[src/rtl/fp_mul_pipe.sv]
// fp_mul_pipe: 3-stage pipelined floating-point multiplier with valid/ready backpressure.
// Define FP_MUL_SPECIAL_EN to decode Inf/NaN operands; otherwise only zero/subnormal flush applies.
module fp_mul_pipe #(
  parameter int EXP_W = 8,
  parameter int MAN_W = 23
) (
  input  logic                 clk,
  input  logic                 rst_n,
  input  logic                 in_valid,
  output logic                 in_ready,
  input  logic [EXP_W+MAN_W:0] fp_X,
  input  logic [EXP_W+MAN_W:0] fp_Y,
  input  logic [2:0]           r_mode,
  output logic                 out_valid,
  input  logic                 out_ready,
  output logic [EXP_W+MAN_W:0] fp_Z,
  output logic                 ovrf,
  output logic                 udrf
);
  localparam int W  = 1 + EXP_W + MAN_W;
  localparam int PW = 2 * (MAN_W + 1);
  localparam int EW = EXP_W + 2;
  localparam logic [EW-1:0] BIAS_E = EW'((1 << (EXP_W - 1)) - 1);
  localparam logic [EW-1:0] EMAX_E = EW'((1 << EXP_W) - 1);

  logic advance;
  logic vld3_q;
  assign advance   = !vld3_q | out_ready;
  assign in_ready  = advance;
  assign out_valid = vld3_q;

  // Stage 1: unpack, classify, exponent sum and significand product
  logic [EXP_W-1:0] ex, ey;
  logic [MAN_W-1:0] mx, my;
  logic             x_zero, y_zero;
  logic             s1_zero_d, s1_inf_d, s1_nan_d;
  logic [EW-1:0]    s1_exp_d;
  logic [PW-1:0]    s1_prod_d;

  assign ex        = fp_X[W-2:MAN_W];
  assign ey        = fp_Y[W-2:MAN_W];
  assign mx        = fp_X[MAN_W-1:0];
  assign my        = fp_Y[MAN_W-1:0];
  assign x_zero    = (ex == '0);
  assign y_zero    = (ey == '0);
  assign s1_exp_d  = EW'(ex) + EW'(ey) - BIAS_E;
  assign s1_prod_d = PW'({1'b1, mx}) * PW'({1'b1, my});

`ifdef FP_MUL_SPECIAL_EN
  logic x_inf, y_inf, x_nan, y_nan;
  assign x_inf     = (ex == '1) && (mx == '0);
  assign y_inf     = (ey == '1) && (my == '0);
  assign x_nan     = (ex == '1) && (mx != '0);
  assign y_nan     = (ey == '1) && (my != '0);
  assign s1_nan_d  = x_nan | y_nan | (x_inf & y_zero) | (y_inf & x_zero);
  assign s1_inf_d  = (x_inf | y_inf) & !s1_nan_d;
  assign s1_zero_d = (x_zero | y_zero) & !s1_nan_d & !s1_inf_d;
`else
  assign s1_nan_d  = 1'b0;
  assign s1_inf_d  = 1'b0;
  assign s1_zero_d = x_zero | y_zero;
`endif

  logic             s1_vld_q, s1_sign_q, s1_zero_q, s1_inf_q, s1_nan_q;
  logic [EW-1:0]    s1_exp_q;
  logic [PW-1:0]    s1_prod_q;
  logic [2:0]       s1_rm_q;

  // Stage 2: normalise and form guard/round/sticky
  logic [MAN_W-1:0] s2_frac_d;
  logic [EW-1:0]    s2_exp_d;
  logic             s2_g_d, s2_r_d, s2_s_d;

  always_comb begin
    s2_frac_d = s1_prod_q[PW-3 -: MAN_W];
    s2_exp_d  = s1_exp_q;
    s2_g_d    = s1_prod_q[MAN_W-1];
    s2_r_d    = s1_prod_q[MAN_W-2];
    s2_s_d    = |s1_prod_q[MAN_W-3:0];
    if (s1_prod_q[PW-1]) begin
      s2_frac_d = s1_prod_q[PW-2 -: MAN_W];
      s2_exp_d  = s1_exp_q + EW'(1);
      s2_g_d    = s1_prod_q[MAN_W];
      s2_r_d    = s1_prod_q[MAN_W-1];
      s2_s_d    = |s1_prod_q[MAN_W-2:0];
    end
  end

  logic             s2_vld_q, s2_sign_q, s2_zero_q, s2_inf_q, s2_nan_q;
  logic             s2_g_q, s2_r_q, s2_s_q;
  logic [EW-1:0]    s2_exp_q;
  logic [MAN_W-1:0] s2_frac_q;
  logic [2:0]       s2_rm_q;

  // Stage 3: round, range check, pack
  logic             inc, to_inf;
  logic [MAN_W:0]   rnd;
  logic [EW-1:0]    exp_r;
  logic [W-1:0]     z_d;
  logic             ovf_d, udf_d;

  always_comb begin
    case (s2_rm_q)
      3'b001:  inc = 1'b0;
      3'b010:  inc = s2_sign_q & (s2_g_q | s2_r_q | s2_s_q);
      3'b011:  inc = !s2_sign_q & (s2_g_q | s2_r_q | s2_s_q);
      3'b100:  inc = s2_g_q;
      default: inc = s2_g_q & (s2_r_q | s2_s_q | s2_frac_q[0]);
    endcase
    case (s2_rm_q)
      3'b001:  to_inf = 1'b0;
      3'b010:  to_inf = s2_sign_q;
      3'b011:  to_inf = !s2_sign_q;
      default: to_inf = 1'b1;
    endcase
    // A carry out leaves the fraction bits at zero, so only the exponent needs bumping
    rnd   = {1'b0, s2_frac_q} + (MAN_W+1)'(inc);
    exp_r = s2_exp_q + EW'(rnd[MAN_W]);
    ovf_d = 1'b0;
    udf_d = 1'b0;
    if (s2_nan_q) begin
      z_d = {1'b0, {EXP_W{1'b1}}, 1'b1, {(MAN_W-1){1'b0}}};
    end else if (s2_inf_q) begin
      z_d = {s2_sign_q, {EXP_W{1'b1}}, {MAN_W{1'b0}}};
    end else if (s2_zero_q) begin
      z_d = {s2_sign_q, {(W-1){1'b0}}};
    end else if (!exp_r[EW-1] && (exp_r >= EMAX_E)) begin
      ovf_d = 1'b1;
      z_d   = to_inf ? {s2_sign_q, {EXP_W{1'b1}}, {MAN_W{1'b0}}}
                     : {s2_sign_q, {(EXP_W-1){1'b1}}, 1'b0, {MAN_W{1'b1}}};
    end else if (exp_r[EW-1] || (exp_r == '0)) begin
      udf_d = 1'b1;
      z_d   = {s2_sign_q, {(W-1){1'b0}}};
    end else begin
      z_d = {s2_sign_q, exp_r[EXP_W-1:0], rnd[MAN_W-1:0]};
    end
  end

  logic [W-1:0] z_q;
  logic         ovf_q, udf_q;
  assign fp_Z = z_q;
  assign ovrf = ovf_q;
  assign udrf = udf_q;

  always_ff @(posedge clk or negedge rst_n) begin
    if (!rst_n) begin
      s1_vld_q <= 1'b0; s1_sign_q <= 1'b0; s1_zero_q <= 1'b0; s1_inf_q <= 1'b0; s1_nan_q <= 1'b0;
      s1_exp_q <= '0;   s1_prod_q <= '0;   s1_rm_q   <= '0;
      s2_vld_q <= 1'b0; s2_sign_q <= 1'b0; s2_zero_q <= 1'b0; s2_inf_q <= 1'b0; s2_nan_q <= 1'b0;
      s2_g_q   <= 1'b0; s2_r_q    <= 1'b0; s2_s_q    <= 1'b0;
      s2_exp_q <= '0;   s2_frac_q <= '0;   s2_rm_q   <= '0;
      vld3_q   <= 1'b0; z_q       <= '0;   ovf_q     <= 1'b0; udf_q <= 1'b0;
    end else if (advance) begin
      s1_vld_q <= in_valid;
      if (in_valid) begin
        s1_sign_q <= fp_X[W-1] ^ fp_Y[W-1];
        s1_zero_q <= s1_zero_d;
        s1_inf_q  <= s1_inf_d;
        s1_nan_q  <= s1_nan_d;
        s1_exp_q  <= s1_exp_d;
        s1_prod_q <= s1_prod_d;
        s1_rm_q   <= r_mode;
      end
      s2_vld_q <= s1_vld_q;
      if (s1_vld_q) begin
        s2_sign_q <= s1_sign_q;
        s2_zero_q <= s1_zero_q;
        s2_inf_q  <= s1_inf_q;
        s2_nan_q  <= s1_nan_q;
        s2_exp_q  <= s2_exp_d;
        s2_frac_q <= s2_frac_d;
        s2_g_q    <= s2_g_d;
        s2_r_q    <= s2_r_d;
        s2_s_q    <= s2_s_d;
        s2_rm_q   <= s1_rm_q;
      end
      vld3_q <= s2_vld_q;
      if (s2_vld_q) begin
        z_q   <= z_d;
        ovf_q <= ovf_d;
        udf_q <= udf_d;
      end
    end
  end

endmodule

[config.mk]
export PLATFORM = sky130hd
export DESIGN_NAME = fp_mul_pipe
export DESIGN_NICKNAME = d
export VERILOG_FILES = /design/src/rtl/fp_mul_pipe.sv
export SDC_FILE = /design/constraint.sdc
export NUM_CORES = 2
export LEC_CHECK = 0
export CELL_PAD_IN_SITES_DETAIL_PLACEMENT = 0
export CELL_PAD_IN_SITES_GLOBAL_PLACEMENT = 1
export CORE_MARGIN = 4
export CORE_UTILIZATION = 54
export CTS_CLUSTER_SIZE = 40
export DETAILED_ROUTE_END_ITERATION = 10
export PLACE_DENSITY_LB_ADDON = 0.1
export SYNTH_ARGS = -nofsm -noshare
export SYNTH_HDL_FRONTEND = slang
export SYNTH_SLANG_ARGS = --single-unit
[constraint.sdc]
create_clock -name clk -period 7.5 [get_ports clk]
set_input_delay 1.125 -clock clk [delete_from_list [all_inputs] [get_ports clk]]
set_output_delay 1.125 -clock clk [all_outputs]
set_load 0.005 [all_outputs]
==> flow_summary.json <==
{
  "hold_class": "reg -> reg",
  "postLayoutCellArea_sq_um": 30800,
  "place_congestion": 0.942,
  "fin_util_pct": 66.0,
  "synthFlopType": "dfrtp_1",
  "synth_commonest_cells": "inv_1 (587), fa_1 (483), nand2_1 (370)",
  "syn_nets": 3556,
  "synth.avg_cell_area_sq_um": 9.11,
  "first_pass_iters": 5,
  "setup_viol": 0,
  "start_kind": "primary input",
  "dp_hpwl_um": 57700,
  "syn_area_sq_um": 25600,
  "antenna_found_initial": 0,
  "cts.sink_count": 141,
  "drtAntennaViolNets": 0,
  "drive_gt1_share_pct": 15.0,
  "cts_buffers": 17,
  "insertion_delay_ps": 420,
  "die_area_sq_um": 50900,
  "netlist_instances": 2809,
  "grt_use_total_pct": 27.6,
  "cp_cell_sequence": "clkdlybuf4s50_1 > buf_6 > clkinvlp_4 > fa_1 > fa_1 > inv_1 > fa_1 > fa_1 > fa_1 > fa_1 > inv_1 > fa_1 > inv_2 > ha_4 > a21o_1 > o21bai_1 > a221oi_2 > o21ai_2 > a311o_1 > a21oi_4 > o41ai_2 > xnor2_1 > o21ai_1",
  "ys_async_sr_fraction_pct": 100,
  "maxSlewHeadroom_pct": 35.5,
  "fmax_ghz": 0.136,
  "clockRootBuffer": "clkbuf_16",
  "crit_top_cell": "fa_1",
  "wirelength_um": 68400,
  "synth.most_common_cell": "inv_1",
  "antennaDiodeCount": 0,
  "cap_violations": 0,
  "final_nets": 3864,
  "setup_slack_ps": 147,
  "dieWidth_um": 226,
  "crit_family": "adder cells",
  "io_buffers": 106,
  "cts_htree_levels": 4,
  "critPathKind": "in -> reg",
  "endpoint_kind": "flop",
  "outcome": "complete, no violations",
  "synth_edf_count": 0,
  "critPathSlowestCell": "fa_1",
  "yosysSeqAreaShare_pct": 13.8,
  "cts_tree": "yes",
  "via_per_inst": 5.23,
  "rows": 79,
  "clock_tree.buffer_depth": 2,
  "clk_pin_slew_ps": 60,
  "worstPathArrival_ps": 7620,
  "fin_worst_skew_ps": 9.36,
  "core_area_sq_um": 46700,
  "globalRouteOverflowTotal": 0,
  "wl_per_cell_um": 18.3,
  "grt_pass1_vias": 20900,
  "yosys_warnings": 0,
  "worstMarginPinSlew_ps": 968,
  "dp_slack_ps": -581,
  "crit_required_ps": 7770,
  "n_fill_cell": 3864,
  "yosysTopAreaCell": "fa_1",
  "syn2layout_area_growth_pct": 20.4,
  "grt_max_degree": 112,
  "die_h_um": 226,
  "grt_pass1_wl_um": 111000,
  "period_needed_ps": 7350,
  "start_util_pct": 54.8,
  "final_max_slew_viol_count": 0,
  "ys_top_cells_by_area": "fa_1 (38%), dfrtp_1 (14%), ha_1 (9.4%)",
  "fin_crit_sh_pct": 98.0,
  "place_area_sq_um": 29500,
  "cp_num_buf_inv": 6,
  "hold_violations": 0,
  "netlist-cell-type-count": 71,
  "synth.ff_latch_count": 141,
  "crit_fanout": 13,
  "slowest_delay_ps": 580,
  "hold_ws_ps": 475,
  "synth_top_cell_area_share_pct": 37.8,
  "num_vias": 19500,
  "drt_drc_violations_left": 0,
  "io_pins": 107,
  "first_iter_violations": 1147
}
-- final cells by class --
type	count	area, sq um	area share [%]
Clock inverter	10	160	0.520
Clock buffer	22	484	1.57
Inverter	590	2240	7.26
Tap cell	607	759	2.46
Multi-Input combinational cell	1942	19700	63.9
Sequential cell	141	3530	11.5
Timing Repair Buffer	425	3970	12.9
-- flip-flops by register name, summed over array words and instances (netlist names) --
register,count
fp_Z,32
out_valid,1
ovrf,1
s1_exp_q,10
s1_prod_q,48
s1_rm_q,3
s1_sign_q,1
s1_vld_q,1
s1_zero_q,1
s2_exp_q,10
s2_frac_q,23
s2_g_q,1
s2_r_q,1
s2_rm_q,3
s2_s_q,1
s2_sign_q,1
s2_vld_q,1
s2_zero_q,1
udrf,1
-- layer usage --
layer	global-route usage [%]	share of wire (%)	wire length, um	up-vias
met5	0	0	0	-
met4	8.93	3.4	2320	0
met3	6.01	6.8	4630	102
met2	44.0	46	31400	558
met1	38.0	44	30000	9768
li1	-	-	-	9120
-- repair_timing --
action / 4_1_cts / 5_1_grt
endpoints found under the setup margin: 15 / 25
setup buffers: 4 / 13
gates resized for setup: 10 / 104
pin swaps: 0 / 41
hold buffers: 0 / 0
cloned: 0 / 2
-- worst reg2reg max path: stages, from the launching register on --
cell and delay [ps]:
dfrtp_1 410, nor2_1 180, xnor2_1 160, nor3_1 70
a211oi_1 220, ha_1 200, and3_1 220, nand4_1 180
or2_2 380, nor2_1 250, and3_1 210, ha_1 180
ha_1 240, inv_1 110, nor2_4 160, o21ai_1 70
a32o_2 280, a41oi_2 280, nand2b_1 500, o21a_4 330
nand3_4 210, o21ai_2 210
-- cells by family after synthesis --
family          after synthesis  share of synthesized area [%]
xor+xnor                     92                           3.21
fa+ha+maj                   676                           47.2
simple gates                835                           15.8
compound gates              294                           7.38
buf+inv                     726                           10.7
mux                          45                           1.85
flops                       141                           13.8
-- cell usage in the layout (no fill, tap or decap), types with 7 or more instances in the layout --
master	n
nand2b_1	7
buf_12	30
and3_1	15
a22o_1	19
nand2_1	366
xor2_1	37
a31oi_1	8
clkdlybuf4s50_1	87
and2_1	243
a21oi_1	75
clkbuf_16	19
o21bai_1	11
a21oi_2	8
dlymetal6s2s_1	15
fa_2	9
nor2_1	113
buf_6	19
o21ai_1	16
nor3_1	8
dfrtp_1	141
nand3_1	18
clkinvlp_4	7
buf_4	269
o21ai_2	14
nand4_1	18
fa_1	474
ha_4	9
inv_1	580
a21o_1	24
ha_1	183
mux2i_1	26
o21ai_0	72
mux2_2	19
xnor2_1	53
-- per-stage QoR --
| step | cells | TNS [ps] |
|---|---|---|
| after detailed placement | 3687 | -11570 |
| after global placement | 3687 | -9580 |
| after global routing | 3737 | -85.4 |
| after floorplan | 2809 | 0 |
| after CTS | 3723 | 0 |
| final | 3737 | 0 |
-- worst paths after layout --
check	endpoint	slack (ps)	from	depth (start not counted)
max	s1_prod_q[45]	150	fp_X[4]	23
min	fp_Z[29]	470	fp_Z[29]	1
max reg2reg	fp_Z[4]	2370	s2_rm_q[0]	21
min reg2reg	fp_Z[29]	470	fp_Z[29]	1
max in group asynchronous	s1_prod_q[22]	5460	rst_n	2
min in group asynchronous	fp_Z[29]	660	rst_n	1
Power is left out: the tool's default activity adds up to more than one toggle a clock period on the data nets, which glitch-free logic cannot reach.
